## config.mk

```make
export PLATFORM = sky130hd
export DESIGN_NAME = iiitb_sqg_1010_flat
export DESIGN_NICKNAME = d
export VERILOG_FILES = /design/src/rtl/iiitb_sq_pkg.sv /design/src/rtl/iiitb_sqg_1010_if.sv /design/src/rtl/iiitb_sqg_stuffer.sv /design/src/rtl/iiitb_sqg_1010.sv /design/src/flat_wrapper.sv
export SDC_FILE = /design/constraint.sdc
export NUM_CORES = 1
export LEC_CHECK = 0
export BUFFER_PORTS_ARGS = -buffer_cell sky130_fd_sc_hd__buf_2
export CAP_MARGIN = 10
export CELL_PAD_IN_SITES_DETAIL_PLACEMENT = 1
export CELL_PAD_IN_SITES_GLOBAL_PLACEMENT = 2
export CORE_MARGIN = 2
export CORE_UTILIZATION = 25
export CTS_CLUSTER_DIAMETER = 60
export DETAILED_ROUTE_END_ITERATION = 16
export PLACE_DENSITY_LB_ADDON = 0.1
export SLEW_MARGIN = 20
export SYNTH_ARGS = -nofsm -noshare
export SYNTH_HDL_FRONTEND = slang
export SYNTH_SLANG_ARGS = --single-unit
```

## constraint.sdc

```tcl
create_clock -name clk -period 2.1 [get_ports clk]
set_clock_uncertainty 0.1 [all_clocks]
set_input_delay 0 -clock clk [delete_from_list [all_inputs] [get_ports clk]]
set_output_delay 0 -clock clk [all_outputs]
set_load 0.005 [all_outputs]
```

## src/rtl/iiitb_sq_pkg.sv

```systemverilog
// Shared marker definitions for the 1010 frame transmitter and detector.
// TX and RX import the same marker so the two ends cannot drift apart.
package iiitb_sq_pkg;

  localparam int             MARKER_LEN = 4;
  localparam logic [3:0]     MARKER     = 4'b1010;
  // A marker prefix in the line history forces a stuff bit on the next data slot.
  localparam logic [2:0]     STUFF_HIST = MARKER[3:1];

  typedef enum logic [2:0] {
    TX_IDLE,
    TX_MARK,
    TX_DATA,
    TX_TAIL,
    TX_GAP
  } tx_state_t;

  // Detector states: S<n> = n marker bits matched so far.
  typedef enum logic [1:0] {
    S0,
    S1,
    S2,
    S3
  } rx_state_t;

endpackage

```

## src/rtl/iiitb_sqg_1010_if.sv

```systemverilog
// Payload handshake and serial line bundle for the 1010 frame transmitter.
interface iiitb_sqg_1010_if #(parameter int WIDTH = 8);
  logic             tick;
  logic             in_valid;
  logic [WIDTH-1:0] in_data;
  logic             in_ready;
  logic             dout;
  logic             busy;
  logic             stuffed;

  modport master (output tick, in_valid, in_data,
                  input  in_ready, dout, busy, stuffed);
  modport slave  (input  tick, in_valid, in_data,
                  output in_ready, dout, busy, stuffed);
endinterface

```

## src/rtl/iiitb_sqg_stuffer.sv

```systemverilog
// Line history tracker: remembers the last three emitted bits and decides when
// a stuff bit is needed so 1010 never forms outside a marker.
module iiitb_sqg_stuffer
  import iiitb_sq_pkg::*;
(
  input  logic clk,
  input  logic reset,
  input  logic adv,
  input  logic bit_in,
  output logic stuff_req,
  output logic tail_req
);

  logic [2:0] hist;

  always_ff @(posedge clk or negedge reset) begin
    if (!reset)   hist <= 3'b000;
    else if (adv) hist <= {hist[1:0], bit_in};
  end

  assign stuff_req = (hist == STUFF_HIST);
  // Looks one bit ahead: a payload ending in 101 would meet the idle zeros.
  assign tail_req  = ({hist[1:0], bit_in} == STUFF_HIST);

endmodule

```

## src/rtl/iiitb_sqg_1010.sv

```systemverilog
// Serial frame transmitter: 1010 marker, bit-stuffed MSB-first payload, zero gap.
module iiitb_sqg_1010
  import iiitb_sq_pkg::*;
#(
  parameter int WIDTH = 8,
  parameter int GAP   = 4
)(
  input  logic           clk,
  input  logic           reset,
  iiitb_sqg_1010_if.slave bus
);

  localparam int MAXC = (WIDTH > GAP) ? ((WIDTH > MARKER_LEN) ? WIDTH : MARKER_LEN)
                                      : ((GAP   > MARKER_LEN) ? GAP   : MARKER_LEN);
  localparam int CW   = $clog2(MAXC + 1);

  tx_state_t        state;
  logic [CW-1:0]    cnt;
  logic [WIDTH-1:0] shreg;
  logic             dout_q, busy_q, stuffed_q;
  logic             emit, emit_bit, stuff_req, tail_req;
  logic [1:0]       midx;

  assign midx = 2'(MARKER_LEN - 1) - cnt[1:0];

  always_comb begin
    emit     = 1'b0;
    emit_bit = 1'b0;
    case (state)
      TX_MARK: begin emit = bus.tick; emit_bit = MARKER[midx]; end
      TX_DATA: begin emit = bus.tick; emit_bit = stuff_req ? 1'b1 : shreg[WIDTH-1]; end
      TX_TAIL: begin emit = bus.tick; emit_bit = 1'b1; end
      TX_GAP:  begin emit = bus.tick; emit_bit = 1'b0; end
      default: ;
    endcase
  end

  iiitb_sqg_stuffer u_stuffer (
    .clk       (clk),
    .reset     (reset),
    .adv       (emit),
    .bit_in    (emit_bit),
    .stuff_req (stuff_req),
    .tail_req  (tail_req)
  );

  always_ff @(posedge clk or negedge reset) begin
    if (!reset) begin
      state     <= TX_IDLE;
      cnt       <= '0;
      shreg     <= '0;
      dout_q    <= 1'b0;
      busy_q    <= 1'b0;
      stuffed_q <= 1'b0;
    end else begin
      case (state)
        TX_IDLE: begin
          dout_q    <= 1'b0;
          stuffed_q <= 1'b0;
          // Capture is tick-independent; emission waits for the next tick.
          if (bus.in_valid) begin
            shreg  <= bus.in_data;
            busy_q <= 1'b1;
            cnt    <= '0;
            state  <= TX_MARK;
          end
        end
        TX_MARK: if (bus.tick) begin
          dout_q    <= emit_bit;
          stuffed_q <= 1'b0;
          if (cnt == CW'(MARKER_LEN - 1)) begin
            cnt   <= '0;
            state <= TX_DATA;
          end else begin
            cnt <= cnt + 1'b1;
          end
        end
        TX_DATA: if (bus.tick) begin
          dout_q    <= emit_bit;
          stuffed_q <= stuff_req;
          if (!stuff_req) begin
            shreg <= shreg << 1;
            if (cnt == CW'(WIDTH - 1)) begin
              cnt   <= '0;
              state <= tail_req ? TX_TAIL : TX_GAP;
            end else begin
              cnt <= cnt + 1'b1;
            end
          end
        end
        TX_TAIL: if (bus.tick) begin
          dout_q    <= 1'b1;
          stuffed_q <= 1'b1;
          cnt       <= '0;
          state     <= TX_GAP;
        end
        TX_GAP: if (bus.tick) begin
          dout_q    <= 1'b0;
          stuffed_q <= 1'b0;
          if (cnt == CW'(GAP - 1)) begin
            cnt    <= '0;
            busy_q <= 1'b0;
            state  <= TX_IDLE;
          end else begin
            cnt <= cnt + 1'b1;
          end
        end
        default: state <= TX_IDLE;
      endcase
    end
  end

  assign bus.in_ready = (state == TX_IDLE) && reset;
  assign bus.dout     = dout_q;
  assign bus.busy     = busy_q;
  assign bus.stuffed  = stuffed_q;

endmodule

```

## src/flat_wrapper.sv

```systemverilog
// flat-port wrapper written by rule: the top's interface ports become plain ports
module iiitb_sqg_1010_flat import iiitb_sq_pkg::*;
#(
  parameter int WIDTH = 8,
  parameter int GAP   = 4
)
  (clk, reset, bus_tick, bus_in_valid, bus_in_data, bus_in_ready, bus_dout, bus_busy, bus_stuffed);
  iiitb_sqg_1010_if #(.WIDTH(WIDTH)) bus_i ();
  input  logic clk;
  input  logic reset;
  input wire logic [$bits(bus_i.tick)-1:0] bus_tick;
  input wire logic [$bits(bus_i.in_valid)-1:0] bus_in_valid;
  input wire logic [$bits(bus_i.in_data)-1:0] bus_in_data;
  output wire logic [$bits(bus_i.in_ready)-1:0] bus_in_ready;
  output wire logic [$bits(bus_i.dout)-1:0] bus_dout;
  output wire logic [$bits(bus_i.busy)-1:0] bus_busy;
  output wire logic [$bits(bus_i.stuffed)-1:0] bus_stuffed;
  assign bus_i.tick = bus_tick;
  assign bus_i.in_valid = bus_in_valid;
  assign bus_i.in_data = bus_in_data;
  assign bus_in_ready = bus_i.in_ready;
  assign bus_dout = bus_i.dout;
  assign bus_busy = bus_i.busy;
  assign bus_stuffed = bus_i.stuffed;
  iiitb_sqg_1010 #(.WIDTH(WIDTH), .GAP(GAP)) u_core (.clk(clk), .reset(reset), .bus(bus_i));
endmodule
```

==> results.md <==
Final layout:
- The area growth from synthesis to layout is 29.4%.
- The number of antenna diodes is 0.
- Fill cells in the final layout number 570.
- Leaving out fill and tap cells, the most frequent cells in the layout are 21 x sky130_fd_sc_hd__dfrtp_1, 15 x sky130_fd_sc_hd__buf_2, 14 x sky130_fd_sc_hd__buf_4.
- Leaving out fill and tap cells, the most frequent cell in the layout is sky130_fd_sc_hd__dfrtp_1.
- In the final layout, the share of cells above drive strength 1 is 26.4%.
- For this run, the post-layout net count is 175.

Clocking:
- CTS placed an instance of sky130_fd_sc_hd__clkbuf_8 at the clock tree root.
- TritonCTS built the clock tree.
- The number of buffers on the longest clock path is 2.
- The number of buffers inserted to repair setup after CTS is 0.
- The register clock-pin slew on the reported worst setup and hold paths is 90 ps.
- The clock latency reported for the late side of the worst-skew pair is 270 ps.
- The total clock buffers created by CTS is 3.
- CTS built an H-tree with a depth of 1.
- The tree built by TritonCTS fans out to 21 sinks.

Pwr:
- The power per standard cell area is 1340 nW/um^2.
- The peak ir drop on the vdd network is 391 uV.
- In this run the static leakage power is 0.000719 uW.
- The part of the total power dissipated in the clock network is 13.0%.
- The proportion of total power due to net switching is 41.1%.
- Internal power comes to 1280 uW.
- The fraction of power consumed by combinational cells is 52.8%.
- The relative contribution of sequential cells to total power is 34.2%.
- The net switching component of the power is 896 uW.

STA:
- Setup repair after global routing left no endpoint under its margin.
- For the pin with the worst max-slew slack, the measured transition is 406 ps.
- Static timing analysis puts the maximum clock frequency at 0.513 GHz.
- The headroom to the max-slew limit is 72.9%.
- Setup total negative slack on the finished layout was measured at 0 ps.
- The final hold violation count was 1.
- The worst hold-check slack is -9.18 ps.
- Setup violations remaining at the end of the flow were counted as 0.
- The clock period could shrink to 1950 ps.
- The number of max-slew violations in the final report was 0.
- The final worst-path cycle share is 92.8%.

Critical path:
- The startpoint of the most critical register-to-register path is u_core.cnt[1].
- The maximum net fanout on the critical path is 4.
- The data arrival time of the critical path is 2010 ps.
- The data required time of the critical path is 2160 ps.
- The number of cells on the worst reg-to-reg path is 5.
- The startpoint class of the critical path is a flip-flop.
- STA classifies the critical path endpoint as a flip-flop.
- The worst register-to-register path ends at u_core.state[2].
- The worst register-to-register path has a setup slack of 150 ps.
- The critical path in this run is classified as flip-flop to flip-flop.

Synth:
- The most used flip-flop cell after synthesis is sky130_fd_sc_hd__dfrtp_1.
- Counting flops with a built-in enable in the synthesized netlist gives 0.
- Counting flops and latches in the post-synthesis netlist gives 21.
- The yosys synthesis warning count is 0.
- The library cell with the largest summed area after synthesis is sky130_fd_sc_hd__dfrtp_1.
- The post-synthesis sequential area ratio is 41.7%.
- The share of async-settable or async-resettable flops after synthesis is 100%.
- The total standard cell area after synthesis is 1260 sq um.
- The number of unique standard cell types used by synthesis is 41.
- Synthesis produced 124 cells.
- When the netlist entered floorplanning its net count stood at 139.
- In this run the biggest area consumer among cell types represents 41.7% of the synthesized area.
- Each instance of the synthesized netlist takes up on average 10.2 sq um.
- Sorting the synthesized cells by area gives the leading types as sky130_fd_sc_hd__dfrtp_1 42%, sky130_fd_sc_hd__mux2i_1 7.9%, sky130_fd_sc_hd__a21oi_1 4.8%, sky130_fd_sc_hd__a31oi_1 3.5%, sky130_fd_sc_hd__ha_1 3.0%.

Floorplanning:
- After floorplanning, the core was sized to cover 4790 sq um.
- The die is 75.0 um wide.
- The die is 75.0 um tall.
- The number of cell rows is 25.
- The I/O pin count is 16.
- The full die area is 5620 sq um.
- The initial utilization of the core area, before any placement, comes to 26.3%.

Route:
- In the routed design, unresolved DRC markers number 0.
- The via-per-instance ratio is 4.76.
- The average detailed-routed wire length per instance is 14.4 um.
- The aggregate routed wire length is 3250 um.
- Once detail routing completed, the nets flagged for antenna violations numbered 0.
- For this block, the initial DRC count from the detailed router was 21.
- The overall via count from detail_route is 1075.
- The first detailed-routing pass took 3 iterations.

Global routing:
- The first-pass GRT wire length is 5350 um.
- The total overflow left after global routing is 0.
- Global routing consumed, on the met2 layer, 23.0% of the routing resources.
- The number of global-route vias before repair is 1133.
- The global-route met3 utilization is 2.01%.
- In the global route stage, met1 resource usage came out at 15.1%.
- The global routing stage identified its most utilized layer as met2.
- The global router's overall resource usage is 12.8%.
- Entering global routing, the biggest net connects 23 pins.
- The number of antenna violations at the first check in global routing is 0.

Min path:
- The hold-critical path endpoint is u_core.shreg[2].
- Along the worst hold path, the cell count comes to 3.
- The worst hold path begins at bus_in_data[2].
- In this run the worst hold path is classified as primary input to flip-flop.

Placement:
- The detailed-placement wirelength estimate is 2400 um.
- The global placement routability congestion is 0.802.
- The number of port buffers is 15.

Run:
- The max-cap check violation count is 0.

Run status:
- The flow ran to the end, but the final reports show violations.
- The final reports fail on hold timing.
==> power groups by stage <==
stage	Clock (uW)	Sequential, uW	Combinational (uW)
CTS	291	743	1170
global route	310	774	1280
floorplan	0	683	828
finish	283	746	1150
detailed placement	0	751	1150
global placement	0	742	1130
==> worst max-delay path: stages, from the launching register on <==
cell                       delay (ps)
sky130_fd_sc_hd__dfrtp_1          400
sky130_fd_sc_hd__ha_1             230
sky130_fd_sc_hd__nor3b_2          240
sky130_fd_sc_hd__o32ai_2          150
sky130_fd_sc_hd__a221oi_4         350
sky130_fd_sc_hd__mux2_2           370
==> per-stage QoR <==
| stage | worst slack [ps] | std cells | area, sq um | utilization, % | power, uW |
|---|---|---|---|---|---|
| floorplan | 195 | 124 | 1260 | - | 1510 |
| global route | 23.6 | 226 | 1630 | 34.1 | 2360 |
| detailed placement | 46.3 | 213 | 1490 | 31.0 | 1900 |
| finish | 152 | 226 | 1630 | 34.1 | 2180 |
| CTS | 30.9 | 226 | 1620 | 33.9 | 2210 |
| global placement | 113 | 213 | 1490 | 31.0 | 1870 |
==> synthesized netlist by cell type, types with 2 or more instances <==
library cell	n
sky130_fd_sc_hd__mux2_2	3
sky130_fd_sc_hd__buf_4	2
sky130_fd_sc_hd__nor2b_1	2
sky130_fd_sc_hd__a21oi_1	12
sky130_fd_sc_hd__nor3b_1	2
sky130_fd_sc_hd__nand3_1	2
sky130_fd_sc_hd__o21ai_0	3
sky130_fd_sc_hd__a31oi_1	7
sky130_fd_sc_hd__o22ai_1	2
sky130_fd_sc_hd__ha_1	3
sky130_fd_sc_hd__o2111ai_1	2
sky130_fd_sc_hd__nand2b_1	4
sky130_fd_sc_hd__nor2_1	6
sky130_fd_sc_hd__dfrtp_1	21
sky130_fd_sc_hd__mux2i_1	10
sky130_fd_sc_hd__buf_2	4
sky130_fd_sc_hd__mux2_1	2
sky130_fd_sc_hd__a211oi_1	2
sky130_fd_sc_hd__and3b_1	2
sky130_fd_sc_hd__inv_1	6
sky130_fd_sc_hd__nand2_1	4
sky130_fd_sc_hd__a22o_1	2
sky130_fd_sc_hd__a21o_1	2
sky130_fd_sc_hd__or2_1	2
==> worst max-delay path by stage <==
stage | from | endpoint | slack (ps) | cells after the start
3_5_place_dp | u_core.cnt[1] | u_core.state[2] | 50 | 5
5_1_grt | u_core.cnt[1] | u_core.state[2] | 20 | 5
6_report | u_core.cnt[1] | u_core.state[2] | 150 | 5
2_1_floorplan | u_core.cnt[1] | u_core.state[2] | 190 | 5
4_1_cts | u_core.cnt[1] | u_core.state[2] | 30 | 5
3_3_place_gp | u_core.cnt[1] | u_core.state[2] | 110 | 5
==> cell type report <==
cell class	instances	area [sq um]	area share [%]
clock buffer	3	41.3	2.53
tap	67	83.8	5.14
sequential	21	526	32.2
inverter	6	22.5	1.38
clock inverter	1	5.00	0.307
multi-input combinational	90	682	41.8
timing repair buffer	38	270	16.6
==> layer usage <==
| layer | wire [um] | part of all wire [%] | vias up |
|---|---|---|---|
| met4 | 55 | 1.7 | 0 |
| met1 | 1440 | 44 | 529 |
| met2 | 1700 | 52 | 12 |
| met3 | 56 | 1.7 | 5 |
| li1 | - | - | 529 |
| met5 | 0 | 0 | - |
==> state kept, by name, summed over array words and instances, names as in the netlist <==
| name | flops |
|---|---|
| u_core.u_stuffer.hist | 3 |
| u_core.shreg | 8 |
| u_core.bus.stuffed | 1 |
| u_core.state | 3 |
| u_core.bus.busy | 1 |
| u_core.cnt | 4 |
| u_core.bus.dout | 1 |
==> cells by family after synthesis <==
family | after synthesis | synth area share, %
buffers and inverters | 13 | 4.87
multiplexers | 15 | 12.4
adder cells (fa/ha/maj) | 4 | 3.77
AO/OA/AOI/OAI | 39 | 22.3
XOR/XNOR | 1 | 0.695
flip-flops | 21 | 41.7
AND/OR/NAND/NOR | 31 | 14.2
==> what timing repair did <==
| action | 4_1_cts | 5_1_grt |
|---|---|---|
| hold buffers | 9 | 0 |
| hold endpoints to repair | 29 | 0 |
| resized for setup | 0 | 2 |
| setup endpoints to repair | 0 | 4 |
Note: power is estimated with default switching activity, not from simulation.
